File: src/rtl/voice_allocator_if.sv
// Request channel between the keyboard/MIDI front end and the voice allocator.
// Ports: req_valid/req_on/req_note/req_freq from master, req_ready from slave.
interface voice_allocator_if #(
    parameter int NOTE_BITS = 7,
    parameter int FREQ_BITS = 16
) ();
    logic                 req_valid;
    logic                 req_ready;
    logic                 req_on;
    logic [NOTE_BITS-1:0] req_note;
    logic [FREQ_BITS-1:0] req_freq;

    modport master (
        output req_valid, req_on, req_note, req_freq,
        input  req_ready
    );

    modport slave (
        input  req_valid, req_on, req_note, req_freq,
        output req_ready
    );
endinterface

File: src/rtl/voice_allocator.sv
// Polyphonic voice allocator: retrigger, free-voice and oldest-voice stealing.
// Ports: main_clk, reset, panic, req (slave), voice_freq/gate/sync, steal, active_count.
module voice_allocator #(
    parameter int NUM_VOICES = 3,
    parameter int FREQ_BITS  = 16,
    parameter int NOTE_BITS  = 7,
    parameter int AGE_BITS   = 4
) (
    input  logic                             main_clk,
    input  logic                             reset,
    input  logic                             panic,
    voice_allocator_if.slave                 req,
    output logic [NUM_VOICES*FREQ_BITS-1:0]  voice_freq,
    output logic [NUM_VOICES-1:0]            voice_gate,
    output logic [NUM_VOICES-1:0]            voice_sync,
    output logic                             steal,
    output logic [3:0]                       active_count
);
    localparam int IDX_W = (NUM_VOICES > 1) ? $clog2(NUM_VOICES) : 1;
    localparam logic [AGE_BITS-1:0] AGE_MAX = '1;

    typedef enum logic [1:0] {IDLE, LOOKUP, APPLY} state_t;
    typedef enum logic [1:0] {ACT_NONE, ACT_ON, ACT_OFF} act_t;

    state_t state, state_nx;
    logic   accept;

    logic                 lat_on;
    logic [NOTE_BITS-1:0] lat_note;
    logic [FREQ_BITS-1:0] lat_freq;

    act_t             act, look_act;
    logic [IDX_W-1:0] tgt, look_tgt;
    logic             pend_steal, look_steal;

    logic [FREQ_BITS-1:0] freq [NUM_VOICES];
    logic [NOTE_BITS-1:0] note [NUM_VOICES];
    logic [AGE_BITS-1:0]  age  [NUM_VOICES];
    logic [AGE_BITS-1:0]  age_nx [NUM_VOICES];
    logic [NUM_VOICES-1:0] gate, gate_nx;

    logic                 hit, free, old;
    logic [IDX_W-1:0]     hit_idx, free_idx, old_idx;
    logic [AGE_BITS-1:0]  old_age;

    function automatic logic [3:0] popcount(input logic [NUM_VOICES-1:0] v);
        logic [3:0] c;
        c = '0;
        for (int i = 0; i < NUM_VOICES; i++) c = c + 4'(v[i]);
        return c;
    endfunction

    assign req.req_ready = (state == IDLE) && !reset && !panic;
    assign accept        = req.req_valid && req.req_ready;

    always_ff @(posedge main_clk) begin
        if (reset) state <= IDLE;
        else       state <= state_nx;
    end

    always_comb begin
        state_nx = state;
        if (panic) begin
            state_nx = IDLE;
        end else begin
            case (state)
                IDLE:    if (accept) state_nx = LOOKUP;
                LOOKUP:  state_nx = APPLY;
                APPLY:   state_nx = IDLE;
                default: state_nx = IDLE;
            endcase
        end
    end

    // Scan the bank for a note match, the first free voice and the oldest gated voice.
    // Strict '>' keeps the lowest index on age ties (including saturated ages).
    always_comb begin
        hit      = 1'b0;
        hit_idx  = '0;
        free     = 1'b0;
        free_idx = '0;
        old      = 1'b0;
        old_idx  = '0;
        old_age  = '0;
        for (int i = 0; i < NUM_VOICES; i++) begin
            if (gate[i] && note[i] == lat_note && !hit) begin
                hit     = 1'b1;
                hit_idx = IDX_W'(i);
            end
            if (!gate[i] && !free) begin
                free     = 1'b1;
                free_idx = IDX_W'(i);
            end
            if (gate[i] && (!old || age[i] > old_age)) begin
                old     = 1'b1;
                old_idx = IDX_W'(i);
                old_age = age[i];
            end
        end
    end

    always_comb begin
        look_act   = ACT_NONE;
        look_tgt   = '0;
        look_steal = 1'b0;
        if (lat_on) begin
            look_act = ACT_ON;
            if (hit) begin
                look_tgt = hit_idx;
            end else if (free) begin
                look_tgt = free_idx;
            end else begin
                look_tgt   = old_idx;
                look_steal = 1'b1;
            end
        end else if (hit) begin
            look_act = ACT_OFF;
            look_tgt = hit_idx;
        end
    end

    always_comb begin
        gate_nx = gate;
        for (int i = 0; i < NUM_VOICES; i++) age_nx[i] = age[i];
        for (int i = 0; i < NUM_VOICES; i++) begin
            if (act == ACT_ON) begin
                if (i == int'(tgt)) begin
                    gate_nx[i] = 1'b1;
                    age_nx[i]  = '0;
                end else if (gate[i] && age[i] != AGE_MAX) begin
                    age_nx[i] = age[i] + 1'b1;
                end
            end else if (act == ACT_OFF && i == int'(tgt)) begin
                gate_nx[i] = 1'b0;
            end
        end
    end

    always_ff @(posedge main_clk) begin
        if (reset) begin
            lat_on       <= 1'b0;
            lat_note     <= '0;
            lat_freq     <= '0;
            act          <= ACT_NONE;
            tgt          <= '0;
            pend_steal   <= 1'b0;
            gate         <= '0;
            voice_sync   <= '0;
            steal        <= 1'b0;
            active_count <= '0;
            for (int i = 0; i < NUM_VOICES; i++) begin
                freq[i] <= '0;
                note[i] <= '0;
                age[i]  <= '0;
            end
        end else begin
            voice_sync <= '0;
            steal      <= 1'b0;
            if (accept) begin
                lat_on   <= req.req_on;
                lat_note <= req.req_note;
                lat_freq <= req.req_freq;
            end
            if (state == LOOKUP) begin
                act        <= look_act;
                tgt        <= look_tgt;
                pend_steal <= look_steal;
            end
            if (panic) begin
                gate         <= '0;
                active_count <= '0;
            end else if (state == APPLY) begin
                gate         <= gate_nx;
                active_count <= popcount(gate_nx);
                for (int i = 0; i < NUM_VOICES; i++) age[i] <= age_nx[i];
                if (act == ACT_ON) begin
                    steal <= pend_steal;
                    for (int i = 0; i < NUM_VOICES; i++) begin
                        if (i == int'(tgt)) begin
                            freq[i]       <= lat_freq;
                            note[i]       <= lat_note;
                            voice_sync[i] <= 1'b1;
                        end
                    end
                end
            end
        end
    end

    for (genvar g = 0; g < NUM_VOICES; g++) begin : g_freq
        assign voice_freq[g*FREQ_BITS +: FREQ_BITS] = freq[g];
    end

    assign voice_gate = gate;
endmodule
File: src/flat_wrapper.sv
// flat-port wrapper written by rule: the top's interface ports become plain ports
module voice_allocator_flat 
#(
    parameter int NUM_VOICES = 3,
    parameter int FREQ_BITS  = 16,
    parameter int NOTE_BITS  = 7,
    parameter int AGE_BITS   = 4
)
  (main_clk, reset, panic, voice_freq, voice_gate, voice_sync, steal, active_count, req_req_valid, req_req_on, req_req_note, req_req_freq, req_req_ready);
  voice_allocator_if #(.NOTE_BITS(NOTE_BITS), .FREQ_BITS(FREQ_BITS)) req_i ();
  input  logic main_clk;
  input  logic reset;
  input  logic panic;
  output logic [NUM_VOICES*FREQ_BITS-1:0] voice_freq;
  output logic [NUM_VOICES-1:0] voice_gate;
  output logic [NUM_VOICES-1:0] voice_sync;
  output logic steal;
  output logic [3:0] active_count;
  input wire logic [$bits(req_i.req_valid)-1:0] req_req_valid;
  input wire logic [$bits(req_i.req_on)-1:0] req_req_on;
  input wire logic [$bits(req_i.req_note)-1:0] req_req_note;
  input wire logic [$bits(req_i.req_freq)-1:0] req_req_freq;
  output wire logic [$bits(req_i.req_ready)-1:0] req_req_ready;
  assign req_i.req_valid = req_req_valid;
  assign req_i.req_on = req_req_on;
  assign req_i.req_note = req_req_note;
  assign req_i.req_freq = req_req_freq;
  assign req_req_ready = req_i.req_ready;
  voice_allocator #(.NUM_VOICES(NUM_VOICES), .FREQ_BITS(FREQ_BITS), .NOTE_BITS(NOTE_BITS), .AGE_BITS(AGE_BITS)) u_core (.main_clk(main_clk), .reset(reset), .panic(panic), .req(req_i), .voice_freq(voice_freq), .voice_gate(voice_gate), .voice_sync(voice_sync), .steal(steal), .active_count(active_count));
endmodule
File: config.mk
export PLATFORM = sky130hd
export DESIGN_NAME = voice_allocator_flat
export DESIGN_NICKNAME = d
export VERILOG_FILES = /design/src/rtl/voice_allocator_if.sv /design/src/rtl/voice_allocator.sv /design/src/flat_wrapper.sv
export SDC_FILE = /design/constraint.sdc
export NUM_CORES = 1
export LEC_CHECK = 0
export ABC_CLOCK_PERIOD_IN_PS = 3400
export CAP_MARGIN = 40
export CORE_MARGIN = 5
export CORE_UTILIZATION = 47
export DETAILED_ROUTE_END_ITERATION = 12
export HOLD_SLACK_MARGIN = 0.05
export PLACE_DENSITY_LB_ADDON = 0.2
export SLEW_MARGIN = 20
export SYNTH_ARGS = -nofsm -noshare
export SYNTH_HDL_FRONTEND = slang
export SYNTH_SLANG_ARGS = --single-unit
File: constraint.sdc
create_clock -name main_clk -period 3.4 [get_ports main_clk]
set_input_delay 0.68 -clock main_clk [delete_from_list [all_inputs] [get_ports main_clk]]
set_output_delay 0.68 -clock main_clk [all_outputs]
set_load 0.05 [all_outputs]
==> summary.txt <==
Outcome
  • Status: complete, no violations

Placement
  • Placed cell count: ~630
  • DP HPWL: approximately 7300 um
  • Final Wtd Congestion: roughly 0.8
  • Input/output buffers: between 80 and 90

Synth
  • Syn_area_per_cell: between 10 and 15 sq um
  • Synth Cell Area: ~5000 sq um
  • Sequential fraction of the synthesis area: between 60% and 70%
  • Synth warn: 0
  • Number of synthesized flops with an enable pin: 81
  • Top_reg_cell synth: edfxtp_1
  • Flops & latches, synth: roughly 120
  • Synth cell types: 47
  • Synth async-reset ratio: 0%
  • Share of the synthesized area in the top cell type: approximately 48%
  • Post-Synthesis Cells: 417
  • Area contributors post-synth: edfxtp_1, dfxtp_1, nand2_1, xnor2_1, a21oi_1
  • Count leader, synth: edfxtp_1
  • Cell taking the most area after synthesis: edfxtp_1
  • Syn_nets: 460
  • Most instantiated cells after synthesis: edfxtp_1, nand2_1, dfxtp_1

Drt
  • 1st-iter DRT viols: 190
  • DR WL/cell: approximately 16 um
  • Routed Antenna Nets: 0
  • 1st-pass router iterations: 5
  • Via/cell ratio: slightly above 5
  • Final WL: around 11000 um
  • Via count: 3342
  • DRC: 0

Clock tree
  • Worst-Skew Late Latency: 0.52 ns
  • CTS buffer count: 17
  • Clk buf depth: 2
  • CTS sink count: between 100 and 150
  • Clock transition at path regs: about 0.060 ns
  • H-tree Lvls: 4
  • Root Driver: clkbuf_8
  • TritonCTS clock tree: done
  • # hold bufs at CTS: 0

STA
  • Final Cycle Share: a little over nine tenths
  • Slew HR: 61.72%
  • Final setup vio count: 0
  • Endpoints failing hold: 0
  • Final slew viol count: 0
  • Worst Max-Slew Pin Slew: 0.5730 ns
  • Tmin final: 3.240 ns
  • F_max: 308.6 MHz
  • Clk_skew: about 0.0075 ns

Cells and area
  • Finished Layout Cells: between 600 and 700
  • Layout cells sized above 1: 10.48%
  • Final core area utilization: between 60% and 70%
  • NumNets Final: around 560
  • # diodes: 0
  • Area Growth Syn to Fin: 32.32%

Power
  • Worst VDD drop: 0.0003647 V
  • Pwr per Cell Area: between 500 and 600 nW/um^2
  • Power consumption: approximately 3.7 mW
  • Lkg Pwr: roughly 2.4 nW

Floorplanning
  • Die ar.: around 13000 sq um
  • IO Pins: a little under 90
  • Core Footprint: 10370 sq um
  • Num rows: 37
  • Die Y: around 110 um
  • Die X: roughly 110 um
  • Initial Util: 48.46%

Global route
  • Vias in the first global route: around 3400
  • GRT Util Overall: 17.17%
  • Grt total ovfl: 0
  • Largest net degree at the start of global routing: 35
  • First-pass GRT wire length: roughly 17000 um
  • Antenna violations before repair: 0

Hold path
  • Worst Hold Depth: 2
  • Hold Crit Class: reg2reg

Worst setup path
  • Crit. End Element: flip-flop
  • Crit Path Category: reg2reg
  • R2R depth: 13
  • Crit start category: flip-flop
  • Critical path data arrival time: roughly 3.7 ns
  • CP max FO: 5
  • Worst path required time: roughly 3.9 ns

Job
  • Max-cap violations: 0
## power breakdown
part / leakage, nW / switching, mW / internal, mW
Sequential: 1.17 / 0.0245 / 1.62
Combinational: 0.962 / 0.155 / 0.0993
Clock: 0.289 / 0.712 / 1.07
## cells by family (layout without fill, tap and decap cells)
group / count (synthesis) / count (layout) / synth area share [%]
fa+ha+maj: 15 / 15 / 3.885
simple gates: 161 / 161 / 15.84
other cells: 1 / 1 / 0.07463
xor+xnor: 27 / 27 / 4.706
mux: 2 / 2 / 0.4482
compound gates: 64 / 64 / 7.545
buf+inv: 25 / 133 / 2.764
flops: 122 / 122 / 64.74
## worst paths after layout
check	start	end	slack, ns
worst max-delay path	u_core.age[0][2]	u_core.tgt[1]	0.16
worst min-delay path	u_core.lat_freq[4]	u_core.lat_freq[4]	0.45
worst max register to register	u_core.age[0][2]	u_core.tgt[1]	0.16
worst min register to register	u_core.lat_freq[4]	u_core.lat_freq[4]	0.45
## routing by layer
layer	part of all wire, %	track usage, %	wire length [um]
met5	0	0	0
met4	1.7	6.330	179
met3	4.9	4.350	520
met2	51	30.17	5389
met1	42	20.36	4472
## state kept, by name (all words and copies together), names as in the netlist
| name | count |
|---|---|
| u_core.lat_on | 1 |
| u_core.active_count | 3 |
| u_core.voice_gate | 3 |
| u_core.pend_steal | 1 |
| u_core.act | 2 |
| u_core.tgt | 2 |
| u_core.steal | 1 |
| u_core.voice_sync | 3 |
| u_core.age | 12 |
| u_core.note | 21 |
| u_core.freq | 48 |
| u_core.lat_freq | 16 |
| u_core.state | 2 |
| u_core.lat_note | 7 |
## stage by stage
step / setup slack [ns] / hold WS, ns / TNS (ns) / instance area [sq um]
floorplan: 0.02428 / 0.4086 / 0 / 5027
global route: -0.0004077 / 0.4690 / -0.0004077 / 6649
global placement: 0.2829 / 0.4388 / 0 / 6041
detailed placement: 0.1665 / 0.4425 / 0 / 6041
CTS: 0.1374 / 0.4512 / 0 / 6633
finish: 0.1598 / 0.4503 / 0 / 6649
## critical path: stages (launching register included)
cell and delay (ns):
edfxtp_1 0.41, nand2_1 0.11, ha_1 0.36, and3b_1 0.23, a2111oi_4 0.37, o21ai_2 0.15, nand2_1 0.12, mux2_2 0.34
ha_1 0.29, and4_1 0.21, o21ai_0 0.15, o211ai_1 0.14, o21bai_1 0.17, a22o_1 0.15
## placed cells by master (no fill, tap or decap), types with 3 or more instances in the layout
cell type	instances
a21oi_1	38
a31oi_1	3
and2_1	24
buf_12	3
buf_4	6
clkbuf_16	16
clkdlybuf4s50_1	85
dfxtp_1	40
edfxtp_1	81
ha_1	14
inv_1	6
inv_6	5
inv_8	4
nand2_1	73
nand2b_1	4
nand3_1	6
nand4_1	7
nor2_1	25
nor2b_1	4
nor3_1	3
o21ai_0	9
or2_2	3
xnor2_1	25
## area by class of cell
type                       instances  area, sq um
clock buffer                      17        414.1
clock inverter                    15        177.7
fill                             827         3721
inverter                           7        27.53
multi-input combinational        270         1649
sequential                       122         3254
tap                              136        170.2
timing repair buffer              94        955.9
## what timing repair did
item	4_1_cts	5_1_grt
buffers inserted	0	0
gates resized for setup	0	2
setup endpoints to repair	0	2
No activity file was read; power rests on OpenSTA's default activity.
